<file path="config.mk">
export PLATFORM = sky130hd
export DESIGN_NAME = alu_issue
export DESIGN_NICKNAME = d
export VERILOG_FILES = /design/src/rtl/rv32_pkg.sv /design/src/rtl/alu_decode.sv /design/src/rtl/alu_issue.sv
export SDC_FILE = /design/constraint.sdc
export NUM_CORES = 1
export LEC_CHECK = 0
export ABC_AREA = 0
export CORE_MARGIN = 3
export CORE_UTILIZATION = 35
export CTS_BUF_LIST = sky130_fd_sc_hd__clkbuf_2 sky130_fd_sc_hd__clkbuf_4 sky130_fd_sc_hd__clkbuf_8
export CTS_CLUSTER_DIAMETER = 100
export DETAILED_ROUTE_END_ITERATION = 6
export GPL_ROUTABILITY_DRIVEN = 1
export HOLD_SLACK_MARGIN = 0.1
export PLACE_DENSITY_LB_ADDON = 0.25
export SLEW_MARGIN = 20
export SYNTH_ARGS = -nofsm -noshare
export SYNTH_HDL_FRONTEND = slang
export SYNTH_SLANG_ARGS = --single-unit
</file>
<file path="constraint.sdc">
create_clock -name clk -period 3.4 [get_ports clk]
set_clock_uncertainty 0.2 [all_clocks]
set_input_delay 0.34 -clock clk [delete_from_list [all_inputs] [get_ports clk]]
set_output_delay 0.34 -clock clk [all_outputs]
set_load 0.005 [all_outputs]
</file>
<file path="src/rtl/rv32_pkg.sv">
// Shared RV32I constants for the integer ALU issue path.
// This package holds the ALUOp codes, the base opcodes and the funct7 selectors.
package rv32_pkg;

   localparam logic [3:0] ALU_AND  = 4'd0;
   localparam logic [3:0] ALU_OR   = 4'd1;
   localparam logic [3:0] ALU_ADD  = 4'd2;
   localparam logic [3:0] ALU_SUB  = 4'd3;
   localparam logic [3:0] ALU_XOR  = 4'd4;
   localparam logic [3:0] ALU_SLL  = 4'd5;
   localparam logic [3:0] ALU_SRL  = 4'd6;
   localparam logic [3:0] ALU_SRA  = 4'd7;
   localparam logic [3:0] ALU_SLT  = 4'd8;
   localparam logic [3:0] ALU_SLTU = 4'd9;

   localparam logic [6:0] OPC_OP    = 7'b0110011;
   localparam logic [6:0] OPC_OPIMM = 7'b0010011;
   localparam logic [6:0] OPC_LUI   = 7'b0110111;
   localparam logic [6:0] OPC_AUIPC = 7'b0010111;

   localparam logic [6:0] F7_BASE = 7'b0000000;
   localparam logic [6:0] F7_ALT  = 7'b0100000;

endpackage

</file>
<file path="src/rtl/alu_decode.sv">
// Combinational decode of RV32I ALU-class instructions into ALU operands and ALUOp.
// Any unsupported encoding yields illegal=1 with a zeroed ADD so the trap path sees a clean entry.
module alu_decode
   import rv32_pkg::*;
#(
   parameter int WIDTH = 32
) (
   input  logic [31:0]      instr,
   input  logic [WIDTH-1:0] pc,
   input  logic [WIDTH-1:0] rs1,
   input  logic [WIDTH-1:0] rs2,
   output logic [WIDTH-1:0] a,
   output logic [WIDTH-1:0] b,
   output logic [3:0]       aluop,
   output logic [4:0]       rd,
   output logic             wb_en,
   output logic             illegal
);

   function automatic logic signed [WIDTH-1:0] sext_i(input logic [31:0] ins);
      return {{(WIDTH-12){ins[31]}}, ins[31:20]};
   endfunction

   logic [6:0] opc;
   logic [2:0] f3;
   logic [6:0] f7;
   logic signed [WIDTH-1:0] imm_i;
   logic [WIDTH-1:0] imm_u;
   logic [WIDTH-1:0] shamt;
   logic             bad;

   assign opc   = instr[6:0];
   assign f3    = instr[14:12];
   assign f7    = instr[31:25];
   assign rd    = instr[11:7];
   assign imm_i = sext_i(instr);
   assign imm_u = WIDTH'({instr[31:12], 12'b0});
   assign shamt = WIDTH'(instr[24:20]);

   always_comb begin
      a     = '0;
      b     = '0;
      aluop = ALU_ADD;
      bad   = 1'b0;
      case (opc)
         OPC_OP, OPC_OPIMM: begin
            a = rs1;
            b = (opc == OPC_OP) ? rs2 : imm_i;
            case (f3)
               3'b000: begin
                  // OP-IMM has no SUBI, so its funct7 bits are immediate and not checked
                  if (opc == OPC_OPIMM || f7 == F7_BASE) aluop = ALU_ADD;
                  else if (f7 == F7_ALT)                 aluop = ALU_SUB;
                  else                                   bad   = 1'b1;
               end
               3'b001: begin
                  aluop = ALU_SLL;
                  if (opc == OPC_OPIMM) b = shamt;
                  if (f7 != F7_BASE) bad = 1'b1;
               end
               3'b101: begin
                  if (opc == OPC_OPIMM) b = shamt;
                  if (f7 == F7_BASE)     aluop = ALU_SRL;
                  else if (f7 == F7_ALT) aluop = ALU_SRA;
                  else                   bad   = 1'b1;
               end
               default: begin
                  case (f3)
                     3'b010:  aluop = ALU_SLT;
                     3'b011:  aluop = ALU_SLTU;
                     3'b100:  aluop = ALU_XOR;
                     3'b110:  aluop = ALU_OR;
                     default: aluop = ALU_AND;
                  endcase
                  if (opc == OPC_OP && f7 != F7_BASE) bad = 1'b1;
               end
            endcase
         end
         OPC_LUI: begin
            b = imm_u;
         end
         OPC_AUIPC: begin
            a = pc;
            b = imm_u;
         end
         default: bad = 1'b1;
      endcase
      if (bad) begin
         a     = '0;
         b     = '0;
         aluop = ALU_ADD;
      end
   end

   assign illegal = bad;
   assign wb_en   = !bad && (rd != 5'd0);

endmodule

</file>
<file path="src/rtl/alu_issue.sv">
// ID/EX issue stage: valid/ready handshake toward decode and a single-entry register toward the ALU.
// Flush beats accept; a held entry stays put while EX stalls.
module alu_issue
   import rv32_pkg::*;
#(
   parameter int WIDTH = 32
) (
   input  logic             clk,
   input  logic             rst_n,
   input  logic             in_valid,
   output logic             in_ready,
   input  logic [31:0]      instr,
   input  logic [WIDTH-1:0] pc,
   input  logic [WIDTH-1:0] rs1_data,
   input  logic [WIDTH-1:0] rs2_data,
   input  logic             ex_stall,
   input  logic             flush,
   output logic             out_valid,
   output logic [WIDTH-1:0] out_a,
   output logic [WIDTH-1:0] out_b,
   output logic [3:0]       out_aluop,
   output logic [4:0]       out_rd,
   output logic             out_wb_en,
   output logic             out_illegal
);

   logic [WIDTH-1:0] a_p0, b_p0;
   logic [3:0]       aluop_p0;
   logic [4:0]       rd_p0;
   logic             wb_en_p0, illegal_p0;
   logic             accept;

   logic             vld_p1;
   logic [WIDTH-1:0] a_p1, b_p1;
   logic [3:0]       aluop_p1;
   logic [4:0]       rd_p1;
   logic             wb_en_p1, illegal_p1;

   // p0: decode from the raw decode-stage inputs
   alu_decode #(.WIDTH(WIDTH)) u_decode (
      .instr   (instr),
      .pc      (pc),
      .rs1     (rs1_data),
      .rs2     (rs2_data),
      .a       (a_p0),
      .b       (b_p0),
      .aluop   (aluop_p0),
      .rd      (rd_p0),
      .wb_en   (wb_en_p0),
      .illegal (illegal_p0)
   );

   assign in_ready = !vld_p1 || !ex_stall;
   assign accept   = in_valid && in_ready;

   // p1: ID/EX register
   always_ff @(posedge clk or negedge rst_n) begin
      if (!rst_n) begin
         vld_p1     <= 1'b0;
         a_p1       <= '0;
         b_p1       <= '0;
         aluop_p1   <= ALU_ADD;
         rd_p1      <= '0;
         wb_en_p1   <= 1'b0;
         illegal_p1 <= 1'b0;
      end else if (flush) begin
         vld_p1   <= 1'b0;
         wb_en_p1 <= 1'b0;
      end else if (accept) begin
         vld_p1     <= 1'b1;
         a_p1       <= a_p0;
         b_p1       <= b_p0;
         aluop_p1   <= aluop_p0;
         rd_p1      <= rd_p0;
         wb_en_p1   <= wb_en_p0;
         illegal_p1 <= illegal_p0;
      end else if (vld_p1 && !ex_stall) begin
         vld_p1 <= 1'b0;
      end
   end

   assign out_valid   = vld_p1;
   assign out_a       = a_p1;
   assign out_b       = b_p1;
   assign out_aluop   = aluop_p1;
   assign out_rd      = rd_p1;
   assign out_wb_en   = wb_en_p1;
   assign out_illegal = illegal_p1;

endmodule

</file>
**Word level (Yosys, flattened, before mapping)**

Index checks and enable logic that the tools add are counted.

- Bits of input ports: 133
- Logic and storage cells: 65
- Register bits after elaboration: 76
- Output and inout port bits: 77

- Mux-type cells: 27
- Bitwise gates (word level): 1
- Equal/unequal tests: 11
- Reductions and logical operators: 19

Operators with widths:

| kind | number |
|---|---|
| $mux 32 | 5 |
| $pmux 32 s2 | 2 |
| $eq 7x6->1 const B | 3 |
| $mux 4 | 4 |
| $pmux 4 s4 | 1 |
| $eq 7x5->1 const B | 2 |
| $pmux 4 s3 | 1 |
| $mux 1 | 11 |
| $eq 3x3->1 const B | 3 |
| $logic_not 7->1 | 1 |
| $reduce_bool 7->1 | 1 |
| $eq 3x2->1 const B | 2 |
| $reduce_or 2->1 | 3 |
| $reduce_bool 5->1 | 1 |
| $logic_and 1x1->1 | 4 |
| $eq 3x1->1 const B | 1 |
| $logic_not 1->1 | 3 |
| $logic_not 3->1 | 1 |
| $mux 3 | 1 |
| $pmux 1 s3 | 1 |
| $reduce_bool 3->1 | 1 |
| $logic_or 1x1->1 | 2 |
| $pmux 1 s2 | 1 |
| $reduce_and 2->1 | 1 |
| other kinds (2) | 2 |

**Depth between registers and ports, before layout**

- Depth after elaboration: 9
- Mapped depth: 7
- Mapped depth without buffers: 5

**By module**

Synthesis repeated with hierarchy kept, for this count alone.

- Cell total of the unflattened synthesis: 478
- Area total of the unflattened synthesis: 5296.3 µm²

Modules (own cells, without submodules):

| module | cells an instance | seq. area each (µm²) | area an instance (µm²) | times used |
|---|---|---|---|---|
| alu_issue | 165 | 1903.1 | 3160.5 | 1 |
| alu_decode | 313 | 0.0 | 2135.8 | 1 |

**Worst setup path before layout**

No wires, ideal clock.

- Path type: input-to-reg
- From: in instr[1]
- To: reg b_p1[31] (netlist: out_b[31])
- Arrival time: 1.627 ns
- Path slack: 1.481 ns
- Required time: 3.108 ns
- Cell stages on the path: 6
- Buffers on the path: 1
- Library setup time: 0.092 ns
- Cells stage by stage: nand2_1 nor4b_1 nor2b_1 clkbuf_1 a22oi_1 o31ai_2

- Word-level cells in the longest chain between the ends: 6
- Elaborated cells between the ends (all ways): 17
- Classes of those cells: eq/ne (4); mux (9); reduce/logical (4)

RTL lines:

| what | line | text |
|---|---|---|
| start, declared | alu_issue.sv:12 | `input logic [31:0] instr,` |
| $eq 7x6->1 / $eq 7x5->1 (equally long branches) | -- |  |
| $logic_and 1x1->1 (tied with other cells) | alu_decode.sv:75 | `if (opc == OPC_OP && f7 != F7_BASE) bad = 1'b1;` |
| $mux 1 (tied with other cells) | alu_decode.sv:75 |  |
| $pmux 1 s3 / $mux 32 (equally long branches) | -- |  |
| $pmux 1 s2 / $pmux 32 s2 (equally long branches) | alu_decode.sv:45 | `case (opc)` |
| $mux 32 (*) | alu_decode.sv:88 | `if (bad) begin` |
| end signal, assigned | alu_issue.sv:72 | `b_p1 <= b_p0;` |
| end, declared | alu_issue.sv:34 | `logic [WIDTH-1:0] a_p1, b_p1;` |

Mark *: on every way between the ends. The rest lies on a longest branch, timed or not.
A chain may end at the register's enable or synchronous reset.

**Worst setup path in the final report**

- From: in instr[25]
- To: reg a_p1[2] (netlist: out_a[2])

- Word-level cells in the longest chain between the ends: 6
- Elaborated cells between the ends (all ways): 13
- Classes of those cells: eq/ne (1); mux (8); reduce/logical (4)

RTL lines:

| what | line | text |
|---|---|---|
| $eq 7x6->1 (tied with other cells) | alu_decode.sv:53, alu_decode.sv:64 |  |
| $mux 1 (tied with other cells) | alu_decode.sv:53, alu_decode.sv:64 |  |
| $mux 1 (on tied branches) | alu_decode.sv:63, alu_decode.sv:75, alu_decode.sv:52 |  |
| $pmux 1 s3 (*) | alu_decode.sv:49 | `case (f3)` |
| $pmux 1 s2 (*) | alu_decode.sv:45 |  |
| $mux 32 (*) | alu_decode.sv:88 |  |
| end signal, assigned | alu_issue.sv:71 | `a_p1 <= a_p0;` |
| end, declared | alu_issue.sv:34 |  |

Marked as above.

==> summary.md <==
| Metric | Value |
|---|---|
| Commonest non-fill, non-tap cell in the layout | clkdlybuf4s50_1 |
| R2R Setup Slk | 1.42 ns |
| First-pass detailed-route iteration total | 4 |
| Vias in the first global route | 4,015 |
| CTS tree | done |
| Residual DRC | 0 |
| Final min period | 2.57 ns |
| Seq/Total Area, Yosys | 45.3% |
| TNS Setup | 0 ns |
| Pwr/cell area | 309 nW/um^2 |
| Clock root cell | clkbuf_8 |
| Crit path kind | input pin to register |
| Fillers | 1,044 |
| Via count of the routed design | 3,986 |
| RSZ-0062 raised after global routing | false |
| Avg Cell Area, Syn | 9.61 sq um |
| CP startpoint | instr[25] |
| Dpl hpwl | 10,400 um |
| Num rows | 39 |
| Boundary pin count | 210 |
| Yosys Warn Count | 0 |
| Final setup fails | 0 |
| Fin. Hold Viols | 0 |
| Post-Syn Area | 4200 sq um |
| DRT Wirelength | 13,600 um |
| Port bufs | 209 |
| Largest buffer count on any clock path | 2 |
| Clock share of power | 34.6% |
| Die Ht | 116 um |
| Crit path arrival time | 2.62 ns |
| Most frequent cells in the layout | 207 x clkdlybuf4s50_1, 75 x dfrtp_1, 70 x nand2_1 |
| Status | finished clean |
| First-pass GRT wire length | 20,900 um |
| F_max | 389 MHz |
| Pint | 0.00152 W |
| Post-synth EDFFs | 0 |
| Post-Syn Instances | 437 |
| Combinational Power Share | 20.0% |
| Horiz. Die Dim | 116 um |
| Startpoint type of the worst setup path | input pin |
| End of the critical path | out_a[2]$_DFFE_PN0P_ |
| Worst Setup End Kind | register |
| Total setup buffers inserted after CTS | 0 |
| Largest net degree at the start of global routing | 77 |
| Antenna violations before repair | 0 |
| Area grow syn2layout | 57.8% |
| H-tree Lvls | 3 |
| Diode count | 0 |
| GRT Util Overall | 19.9% |
| Final Power | 0.00205 W |
| Maxcap violations | 0 |
| Clk_lat worst skew | 0.34 ns |
| Leakage power | 2.70 nW |
| Final Net Count | 767 |
| Worst Max-Slew Pin Slew | 0.956 ns |
| R2R Path End | out_b[11]$_DFFE_PN0P_ |
| Fraction of layout cells with a size suffix above 1 | 12.4% |
| Initial Util | 36.3% |
| Post-route clock period utilization | 75.5% |
| Net Switching | 0.000529 W |
| Initial DRC count | 209 |
| Max Slew Vio Count | 0 |
| Switching Fraction | 25.8% |
| Peak VDD IR | 248 uV |
| Vias per Instance | 5.10 |
| Instance area at placement | 6410 sq um |
| Primary FF master, synth | dfrtp_1 |
| Slew headroom | 36.0% |
| Core Footprint | 11,600 sq um |
| Global route total overflow | 0 |
| Synthesized flop and latch total | 76 |
| CTS buffer count | 9 |
| GP Congestion | 0.843 |
| Worst path required time | 3.45 ns |
| WHS | 0.279 ns |
| Syn Nets | 570 |
| Core Util, Final | 57.3% |
| RR Startpoint | out_valid$_DFFE_PN0P_ |
| Hold WC Path Type | register to register |
| Crit path max fanout | 26 |
| Synth cell types | 41 |
| ANT nets after route | 0 |
| Post-synth ARST share | 100% |
| Average wire per standard cell | 17.4 um |
| Post-route cell area | 6630 sq um |
| Clock transition at path regs | 0.08 ns |
| FF-to-FF path depth | 4 |
| Sequential Power Share | 45.4% |
| Die area | 13,400 sq um |
| CTS Sinks | 76 |
## synthesized netlist by cell type (2+ instances only)
library cell	n	share of area, %
a21oi_1	56	6.7
a22oi_1	20	3.6
buf_1	2	0.18
buf_2	2	0.24
buf_6	5	1.3
clkbuf_1	29	2.6
dfrtp_1	75	45
inv_1	22	2.0
mux2_2	6	1.6
mux2i_1	10	2.4
nand2_1	70	6.3
nand2b_1	4	0.60
nand3b_1	2	0.36
nor2_1	6	0.54
nor2b_1	36	5.4
o21ai_0	8	0.95
o31ai_1	29	5.2
o31ai_2	31	9.2
or4_1	2	0.36
## how the worst min path moves through the flow
stage | slack [ns] | from | to | cells past startpoint
3_5_place_dp | 0.27 | out_b[3]$_DFFE_PN0P_ | out_b[3]$_DFFE_PN0P_ | 2
6_report | 0.28 | out_b[3]$_DFFE_PN0P_ | out_b[3]$_DFFE_PN0P_ | 2
4_1_cts | 0.29 | out_a[16]$_DFFE_PN0P_ | out_a[16]$_DFFE_PN0P_ | 2
3_3_place_gp | 0.26 | out_a[31]$_DFFE_PN0P_ | out_a[31]$_DFFE_PN0P_ | 2
2_1_floorplan | -0.16 | rst_n | out_a[0]$_DFFE_PN0P_ | 0
5_1_grt | 0.30 | out_a[16]$_DFFE_PN0P_ | out_a[16]$_DFFE_PN0P_ | 2
## per-layer routing
layer | GRT usage (%) | part of all wire [%] | vias to the layer above
met4 | 6.26 | 1.5 | 0
met5 | 0 | 0 | -
met3 | 5.59 | 9.3 | 14
met2 | 32.6 | 46 | 174
li1 | - | - | 1944
met1 | 25.8 | 43 | 1854
## stage by stage
stage	setup WS, ns	cells
floorplan	1.48	437
global placement	0.531	765
detailed placement	0.445	765
CTS	0.817	782
global route	0.669	782
finish	0.832	782
## area by class of cell
type,instances,area (sq um),share of cell area (%)
flip-flops and latches,76,1900,28.7
inverters,22,82.6,1.25
repair buffers,224,2220,33.5
well taps,143,179,2.70
multi-input cells,301,2040,30.7
clock inverters,5,61.3,0.925
clock buffers,11,145,2.19
## power by group through the flow
stage	combinational, W	sequential, W	clock (W)
finish	0.000408	0.000930	0.000708
CTS	0.000412	0.000930	0.000726
global placement	0.000404	0.000947	0
global route	0.000442	0.000932	0.000766
detailed placement	0.000409	0.000948	0
floorplan	0.000150	0.000949	0
## logic make-up after synthesis
group	share of synthesized area [%]
AO/OA/AOI/OAI	28.8
AND/OR/NAND/NOR	15.6
flip-flops	45.3
buffers and inverters	6.31
multiplexers	3.99
## flip-flops by register name, indices dropped and copies added (netlist names)
signal       cells
out_wb_en        1
out_valid        1
out_a           32
out_b           32
out_rd           5
out_aluop        4
out_illegal      1
## worst max-delay path: stages
cell and delay [ns]:
clkdlybuf4s50_1 0.52, nor4_4 0.43, nand2_2 0.13, o221ai_4 0.27, o211ai_4 0.36, buf_12 0.31, o31ai_1 0.25
## timing repair
action                                 CTS  global route
gates resized for setup                  0             0
endpoints found under the hold margin   75             0
hold buffers                             1             0
No activity file was read; power rests on OpenSTA's default activity.
